### config.mk
export PLATFORM = sky130hd
export DESIGN_NAME = apb_master
export DESIGN_NICKNAME = d
export VERILOG_FILES = /design/src/rtl/apb_pkg.sv /design/src/rtl/apb_master.sv
export SDC_FILE = /design/constraint.sdc
export NUM_CORES = 1
export LEC_CHECK = 0
export ABC_AREA = 0
export CORE_MARGIN = 2
export CORE_UTILIZATION = 40
export CTS_CLUSTER_DIAMETER = 60
export DETAILED_ROUTE_END_ITERATION = 10
export PLACE_DENSITY = 0.8
export SETUP_SLACK_MARGIN = 0.4
export SYNTH_ARGS = -nofsm -noshare
export SYNTH_HDL_FRONTEND = slang
export SYNTH_SLANG_ARGS = --single-unit
### constraint.sdc
create_clock -name PCLK -period 3 [get_ports PCLK]
set_clock_uncertainty 0.2 [all_clocks]
set_input_delay 0.6 -clock PCLK [delete_from_list [all_inputs] [get_ports PCLK]]
set_output_delay 0.6 -clock PCLK [all_outputs]
set_load 0.02 [all_outputs]
### src/rtl/apb_pkg.sv
// Shared APB types: FSM states, default bus widths and command/response bundles.
// Used by the master, the slave-side memory and the benches.
package apb_pkg;

   localparam int APB_ADDR_W = 32;
   localparam int APB_DATA_W = 32;

   typedef enum logic [1:0] {
      IDLE   = 2'd0,
      SETUP  = 2'd1,
      ACCESS = 2'd2
   } apb_state_e;

   typedef struct packed {
      logic                  write;
      logic [APB_ADDR_W-1:0] addr;
      logic [APB_DATA_W-1:0] wdata;
   } apb_cmd_t;

   typedef struct packed {
      logic [APB_DATA_W-1:0] rdata;
      logic                  err;
      logic                  timeout;
   } apb_rsp_t;

   // Wait-counter width: enough to hold TIMEOUT_CYCLES, never below one bit.
   function automatic int cnt_width(input int cycles);
      return (cycles <= 1) ? 1 : $clog2(cycles + 1);
   endfunction

endpackage

### src/rtl/apb_master.sv
// APB requester: takes one command at a time from a valid/ready port, runs
// SETUP/ACCESS, and reports completion, slave error or timeout on a 1-cycle strobe.
module apb_master
   import apb_pkg::*;
#(
   parameter int ADDR_W         = APB_ADDR_W,
   parameter int DATA_W         = APB_DATA_W,
   parameter int TIMEOUT_CYCLES = 16
) (
   input  logic              PCLK,
   input  logic              PRESETn,
   input  logic              cmd_valid,
   output logic              cmd_ready,
   input  logic              cmd_write,
   input  logic [ADDR_W-1:0] cmd_addr,
   input  logic [DATA_W-1:0] cmd_wdata,
   output logic              rsp_valid,
   output logic [DATA_W-1:0] rsp_rdata,
   output logic              rsp_err,
   output logic              rsp_timeout,
   output logic              PSEL,
   output logic              PENABLE,
   output logic              PWRITE,
   output logic [ADDR_W-1:0] PADDR,
   output logic [DATA_W-1:0] PWDATA,
   input  logic [DATA_W-1:0] PRDATA,
   input  logic              PREADY,
   input  logic              PSLVERR
);

   localparam int              CNT_W    = cnt_width(TIMEOUT_CYCLES);
   localparam bit              TO_EN    = (TIMEOUT_CYCLES != 0);
   localparam logic [CNT_W-1:0] CNT_LAST = CNT_W'(TO_EN ? TIMEOUT_CYCLES - 1 : 0);
   localparam logic [CNT_W-1:0] CNT_MAX  = '1;

   apb_state_e       state, state_nxt;
   logic [CNT_W-1:0] wait_cnt;
   logic             accept, done, abort;

   always_ff @(posedge PCLK or negedge PRESETn) begin
      if (!PRESETn) state <= IDLE;
      else          state <= state_nxt;
   end

   // Bus control is decoded from state alone so reset drops PSEL/PENABLE at once.
   always_comb begin
      state_nxt = state;
      accept    = 1'b0;
      done      = 1'b0;
      abort     = 1'b0;
      cmd_ready = 1'b0;
      PSEL      = 1'b0;
      PENABLE   = 1'b0;
      case (state)
         IDLE: begin
            cmd_ready = 1'b1;
            if (cmd_valid) begin
               accept    = 1'b1;
               state_nxt = SETUP;
            end
         end
         SETUP: begin
            PSEL      = 1'b1;
            state_nxt = ACCESS;
         end
         ACCESS: begin
            PSEL    = 1'b1;
            PENABLE = 1'b1;
            // PREADY takes priority over a timeout landing on the same cycle.
            if (PREADY) begin
               done      = 1'b1;
               state_nxt = IDLE;
            end else if (TO_EN && wait_cnt == CNT_LAST) begin
               abort     = 1'b1;
               state_nxt = IDLE;
            end
         end
         default: state_nxt = IDLE;
      endcase
   end

   always_ff @(posedge PCLK or negedge PRESETn) begin
      if (!PRESETn)
         wait_cnt <= '0;
      else if (state == SETUP)
         wait_cnt <= '0;
      else if (state == ACCESS && !done && !abort && wait_cnt != CNT_MAX)
         wait_cnt <= wait_cnt + 1'b1;
   end

   always_ff @(posedge PCLK or negedge PRESETn) begin
      if (!PRESETn) begin
         PWRITE      <= 1'b0;
         PADDR       <= '0;
         PWDATA      <= '0;
         rsp_valid   <= 1'b0;
         rsp_rdata   <= '0;
         rsp_err     <= 1'b0;
         rsp_timeout <= 1'b0;
      end else begin
         rsp_valid <= done | abort;
         if (accept) begin
            PWRITE <= cmd_write;
            PADDR  <= cmd_addr;
            PWDATA <= cmd_wdata;
         end
         if (done) begin
            rsp_rdata   <= PWRITE ? '0 : PRDATA;
            rsp_err     <= PSLVERR;
            rsp_timeout <= 1'b0;
         end else if (abort) begin
            rsp_rdata   <= '0;
            rsp_err     <= 1'b1;
            rsp_timeout <= 1'b1;
         end
      end
   end

endmodule
==> impl_metrics.ini, run 1 <==
[synthesis]
syn_inst = 256
ys_seq_area_share_pct = 66.4
synth_nets = 364
synth_edf_count = 0
synth.area.top_cells = dfrtp_1 (66%), mux2_2 (18%), a22o_1 (7.0%)
ys_top_cells_by_count = dfrtp_1 (107), mux2_2 (66), a22o_1 (32)
ys.warnings.count = 0
netlist-cell-type-count = 25
synthMuxAreaShare_pct = 19.0
synthXorXnorAreaFrac_pct = 0.217
async_flop_share_pct = 100
synth_adder_area_share_pct = 1.86
synth_compound_area_share_pct = 8.50
yosysMostFrequentCell = dfrtp_1
synthFlopType = dfrtp_1
synth_top_family_by_area = multiplexers
syn_area_per_cell_um2 = 15.7
synth_top_area_share_pct = 66.4
synth-seq-cells = 107
yosys.area_share.simple_pct = 2.14
yosysTopAreaCell = dfrtp_1
synth_area_um2 = 4030

[worst_setup_path]
cp_max_fo = 3
critPathSlowestCell = clkdlybuf4s50_1
cp-start-kind = flop
end_kind = primary output
crit_chain = inv_1 -> ha_1 -> clkdlybuf4s50_1
crit_arrival_ps = 1690
cpPeakStageDelay_ps = 610
critPathKind = reg2out
worst_ep_required_time_ps = 2200
reg2reg_slack_ps = 680

[cts]
clock_sinks = 107
clk_latency_ps = 360
clk_path_buf_depth = 2
cts_tree = yes
cts_root_buffer = clkbuf_8
htreeDepth = 3
clk_pin_slew_worst_paths_ps = 100
numCtsBuffers = 9

[power]
clock_power_share_pct = 13.7
powerDensity_nw_per_um2 = 1060
seqPwrFrac_pct = 35.7
sw_frac_of_total_pct = 35.4
p_comb_share_pct = 50.6
leakage_nw = 2.78
switchingPower_w = 0.00244
intPower_w = 0.00445
irDropWorstVdd_mv = 0.600

[detailed_routing]
wl_um = 10200
wl_met2_um = 5040
antenna_left = 0
drc_errors = 0
drt_iter0_drc = 75
highest_layer = met4
vias_per_cell = 4.86
drt_first_pass_iters = 4
vias = 2934
routedWlPerCell_um = 16.8
dr_wl_met3_um = 841
wl_met1_um = 4130

[finish]
area_growth_syn_to_layout_pct = 60.7
final_core_util_pct = 66.3
nFillCells = 740
nets = 574
antenna_cells = 0
drive_above_1_share_pct = 20.2

[floorplan]
die_area_um2 = 10900
num_io_pins = 205
die_h_um = 104
rows = 36
design.core.area_um2 = 9770
die_w_um = 104
start_util_pct = 41.2

[timing]
setup_viol = 0
hold_viol_final = 0
worst_slew_pin_slew_ps = 670
fin_crit_ps = 2490
holdWs_ps = 50.9
setup_tns_ps = 0
layout_worst_path_cycle_share_pct = 82.9
slew_violations = 0
max_freq_ghz = 0.402
max-slew-margin-rel_pct = 55.3
grt_setup_unrepaired = no

[global_route]
antenna_found_initial = 0
grt_pass1_vias = 3123
grt_overflow = 0
grt_start_max_net_pins = 57
grt_pass1_wl_um = 16300
grtUsageTotal_pct = 19.0

[min_path]
min_path_type = in2async

[run]
cap_violations = 0

[place]
dp_hpwl_um = 7710
place_congestion = 0.709
io_buffers = 204

[run_status]
status = complete, no violations
## state kept, by name (all words and copies together), names as in the netlist
register / count
wait_cnt: 5
PADDR: 32
PWRITE: 1
PWDATA: 32
rsp_valid: 1
rsp_err: 1
rsp_timeout: 1
rsp_rdata: 32
state: 2
## cell type report
cell class / instances / area (um^2) / area share [%]
flip-flops and latches: 107 / 2680 / 41.3
clock buffers: 10 / 128 / 1.97
repair buffers: 212 / 2110 / 32.6
well taps: 133 / 166 / 2.57
multi-input cells: 131 / 1290 / 19.9
clock inverters: 6 / 88.8 / 1.37
inverters: 5 / 18.8 / 0.290
## worst max-delay path: cells and delay by family, from the launching register on
family	cells	cell delay, ps
buffers and inverters	2	680
adders and majority gates	1	270
DFF	1	380
## power groups by stage
stage               combinational, W  clock, W  sequential [W]
detailed placement           0.00353         0         0.00249
global route                 0.00368   0.00106         0.00254
CTS                          0.00354  0.000980         0.00246
global placement             0.00346         0         0.00244
floorplan                   0.000984         0         0.00325
finish                       0.00349  0.000946         0.00246
## path summary, 6_finish.rpt
check	from	endpoint	cells past startpoint
max reg2reg	wait_cnt[0]	wait_cnt[3]	7
min in group PCLK	PADDR[0]	PADDR[0]	1
max in group asynchronous	PRESETn	PADDR[11]	2
max	state[1]	PSEL	3
min	PRESETn	rsp_rdata[12]	1
min reg2reg	PADDR[0]	PADDR[0]	1
## what timing repair did
item                                    4_1_cts  5_1_grt
endpoints found under the setup margin        1        1
hold endpoints to repair                      0        0
hold buffers                                  0        0
resized for setup                             1        1
pin swaps                                     0        0
buffers inserted                              0        0
## per-stage QoR
stage | cell area, um^2 | std cells | setup WS (ps) | total power [W]
6_report | 6480 | 604 | 513 | 0.00689
5_1_grt | 6480 | 604 | 420 | 0.00727
4_1_cts | 6480 | 604 | 451 | 0.00698
3_5_place_dp | 6260 | 588 | 631 | 0.00602
3_3_place_gp | 6260 | 588 | 636 | 0.00590
2_1_floorplan | 4030 | 256 | 773 | 0.00423
## layout by cell type, fill, tap and decap left out, types with 2 or more instances in the layout
cell type and instances:
ha_1 6, clkinvlp_4 2, a22o_1 32, dfrtp_1 107, inv_1 5, mux2_2 66, buf_4 8, clkbuf_8 9
nor2_1 5, bufinv_16 2, clkdlybuf4s50_1 201, a21oi_1 4
## kinds of logic after synthesis
| family | count (synthesis) |
|---|---|
| adders and majority gates | 6 |
| and+or+nand+nor | 14 |
| xor gates and xnor gates | 1 |
| DFF | 107 |
| buffers and inverters | 18 |
| AOI/OAI and AO/OA | 42 |
| muxes | 68 |
## metal layers
layer  vias up  track usage (%)
li1       1339                -
met1      1453             21.8
met2       130             32.4
met3        12             7.52
met4         0             6.47
met5         -                0
Note: power is estimated with default switching activity, not from simulation.
==> run 2, diff against run 1 <==
- clock period: 3 -> 2.3 ns (I/O delays scaled with it)
==> impl_metrics.ini, run 2 (synthesis results as in run 1) <==
[detailed_routing]
antenna_left = 0
vias_per_cell = 4.81
drt_iter0_drc = 85
wl_um = 10200
drt_first_pass_iters = 4
vias = 2936
routedWlPerCell_um = 16.6
drc_errors = 0

[finish]
regArea_um2 = 2680
area_growth_syn_to_layout_pct = 60.9
multi_input_area_um2 = 1370
final_common_cell = dfrtp_1
nFillCells = 795
antenna_cells = 0
layout.cells.non_filler = 610
final_cell_mix = dfrtp_1 (107), clkdlybuf4s50_1 (100), dlygate4sd2_1 (100)
nets = 580
drive_above_1_share_pct = 24.3
reg.largest.list = PADDR x32, PWDATA x32, rsp_rdata x32

[timing]
setup_viol = 0
setup_tns_ps = 0
max-slew-margin-rel_pct = 62.7
worst_slew_pin_slew_ps = 560
fin_crit_ps = 2050
grt_setup_unrepaired = yes
max_freq_ghz = 0.488
slew_violations = 0
hold_viol_final = 0
layout_worst_path_cycle_share_pct = 89.2

[min_path]
min_path_type = reg2reg

[run]
cap_violations = 0

[global_route]
grt_overflow = 0
grt_pass1_wl_um = 15900
grt_start_max_net_pins = 108
antenna_found_initial = 0
grtUsageTotal_pct = 18.3
grt_pass1_vias = 3076

[power]
irDropWorstVdd_mv = 0.946
powerDensity_nw_per_um2 = 1290
leakage_nw = 3.01

[cts]
cts_tree = yes
cts_root_buffer = clkbuf_8
numCtsBuffers = 9
clk_latency_ps = 350
htreeDepth = 3
clk_path_buf_depth = 2
clk_pin_slew_worst_paths_ps = 100
clock_sinks = 107

[floorplan]
die_area_um2 = 10900
rows = 36
die_h_um = 104
design.core.area_um2 = 9770
start_util_pct = 41.2
num_io_pins = 205
die_w_um = 104

[place]
dp_hpwl_um = 7390
placed_cells = 588
place_congestion = 0.751
io_buffers = 204

[worst_setup_path]
worst_ep_required_time_ps = 2340
cp-start-kind = flop
crit_arrival_ps = 2090
cp_max_fo = 3
reg2reg_slack_ps = 250
critPathKind = reg2reg
end_kind = flop

[run_status]
status = complete, no violations
run 2: cell count changes in the layout (fill, tap and decap cells not counted), sizes merged:
cell	change
clkdlybuf4s50	-101
dlymetal6s2s	-1
clkinvlp	-1
dlygate4sd3	+1
buf	+7
dlygate4sd2	+99
clkinv	+1
bufinv	-2
inv	+3
run 2: routing by layer:
| metal | part of all wire, % | wire (um) | GRT usage, % | vias to the layer above |
|---|---|---|---|---|
| met5 | 0 | 0 | 0 | - |
| met4 | 1.6 | 162 | 4.54 | 0 |
| met3 | 5.9 | 597 | 5.01 | 12 |
| met2 | 51 | 5160 | 31.7 | 115 |
| met1 | 42 | 4240 | 22.7 | 1453 |
| li1 | - | - | - | 1356 |
run 2: cell type report:
class,count,area share (%)
Tap cell,133,2.57
Timing Repair Buffer,218,31.9
Sequential cell,107,41.3
Inverter,5,0.289
Multi-Input combinational cell,131,21.1
Clock buffer,9,1.91
Clock inverter,7,0.907
run 2: final timing paths:
path                        startpoint     endpoint  cells past startpoint
max                        wait_cnt[0]  wait_cnt[3]                      6
min                           PADDR[0]     PADDR[0]                      1
max reg2reg                wait_cnt[0]  wait_cnt[3]                      6
min reg2reg                   PADDR[0]     PADDR[0]                      1
max in group asynchronous      PRESETn    PADDR[26]                      3
min in group asynchronous      PRESETn   PWDATA[11]                      3
run 2: timing repair:
action / CTS / global route
resized for setup: 119 / 11
pin swaps: 4 / 4
endpoints found under the setup margin: 137 / 33
hold endpoints to repair: 93 / 0
hold buffers: 1 / 0
buffers inserted: 2 / 3
run 2: critical path, cell delays in order, from the launching register on:
cell and delay (ps):
dfrtp_1 410, ha_2 220, and3_4 190, ha_4 160
nor4b_4 300, nand4_1 140, mux2_1 320
run 2: through the flow:
stage	worst slack (ps)	hold slack (ps)	total power, W	cell area (um^2)	util [%]
2_1_floorplan	177	-35.6	0.00553	4060	-
5_1_grt	194	320	0.00884	6480	66.3
3_5_place_dp	217	292	0.00787	6310	64.5
3_3_place_gp	235	285	0.00773	6310	64.5
6_report	249	306	0.00837	6480	66.3
4_1_cts	218	312	0.00839	6420	65.7
run 2: where the power goes:
| group | switching (W) | internal (W) | leakage, nW |
|---|---|---|---|
| Clock | 0.000668 | 0.000414 | 0.0925 |
| Combinational | 0.00215 | 0.00196 | 1.60 |
| Sequential | 0.000429 | 0.00274 | 1.31 |
==> run 3, diff against run 2 <==
- CTS_CLUSTER_DIAMETER: 60 -> 30
==> results of run 3 <==
Same layout as run 2: the final DEF is identical, and so are final timing and power.
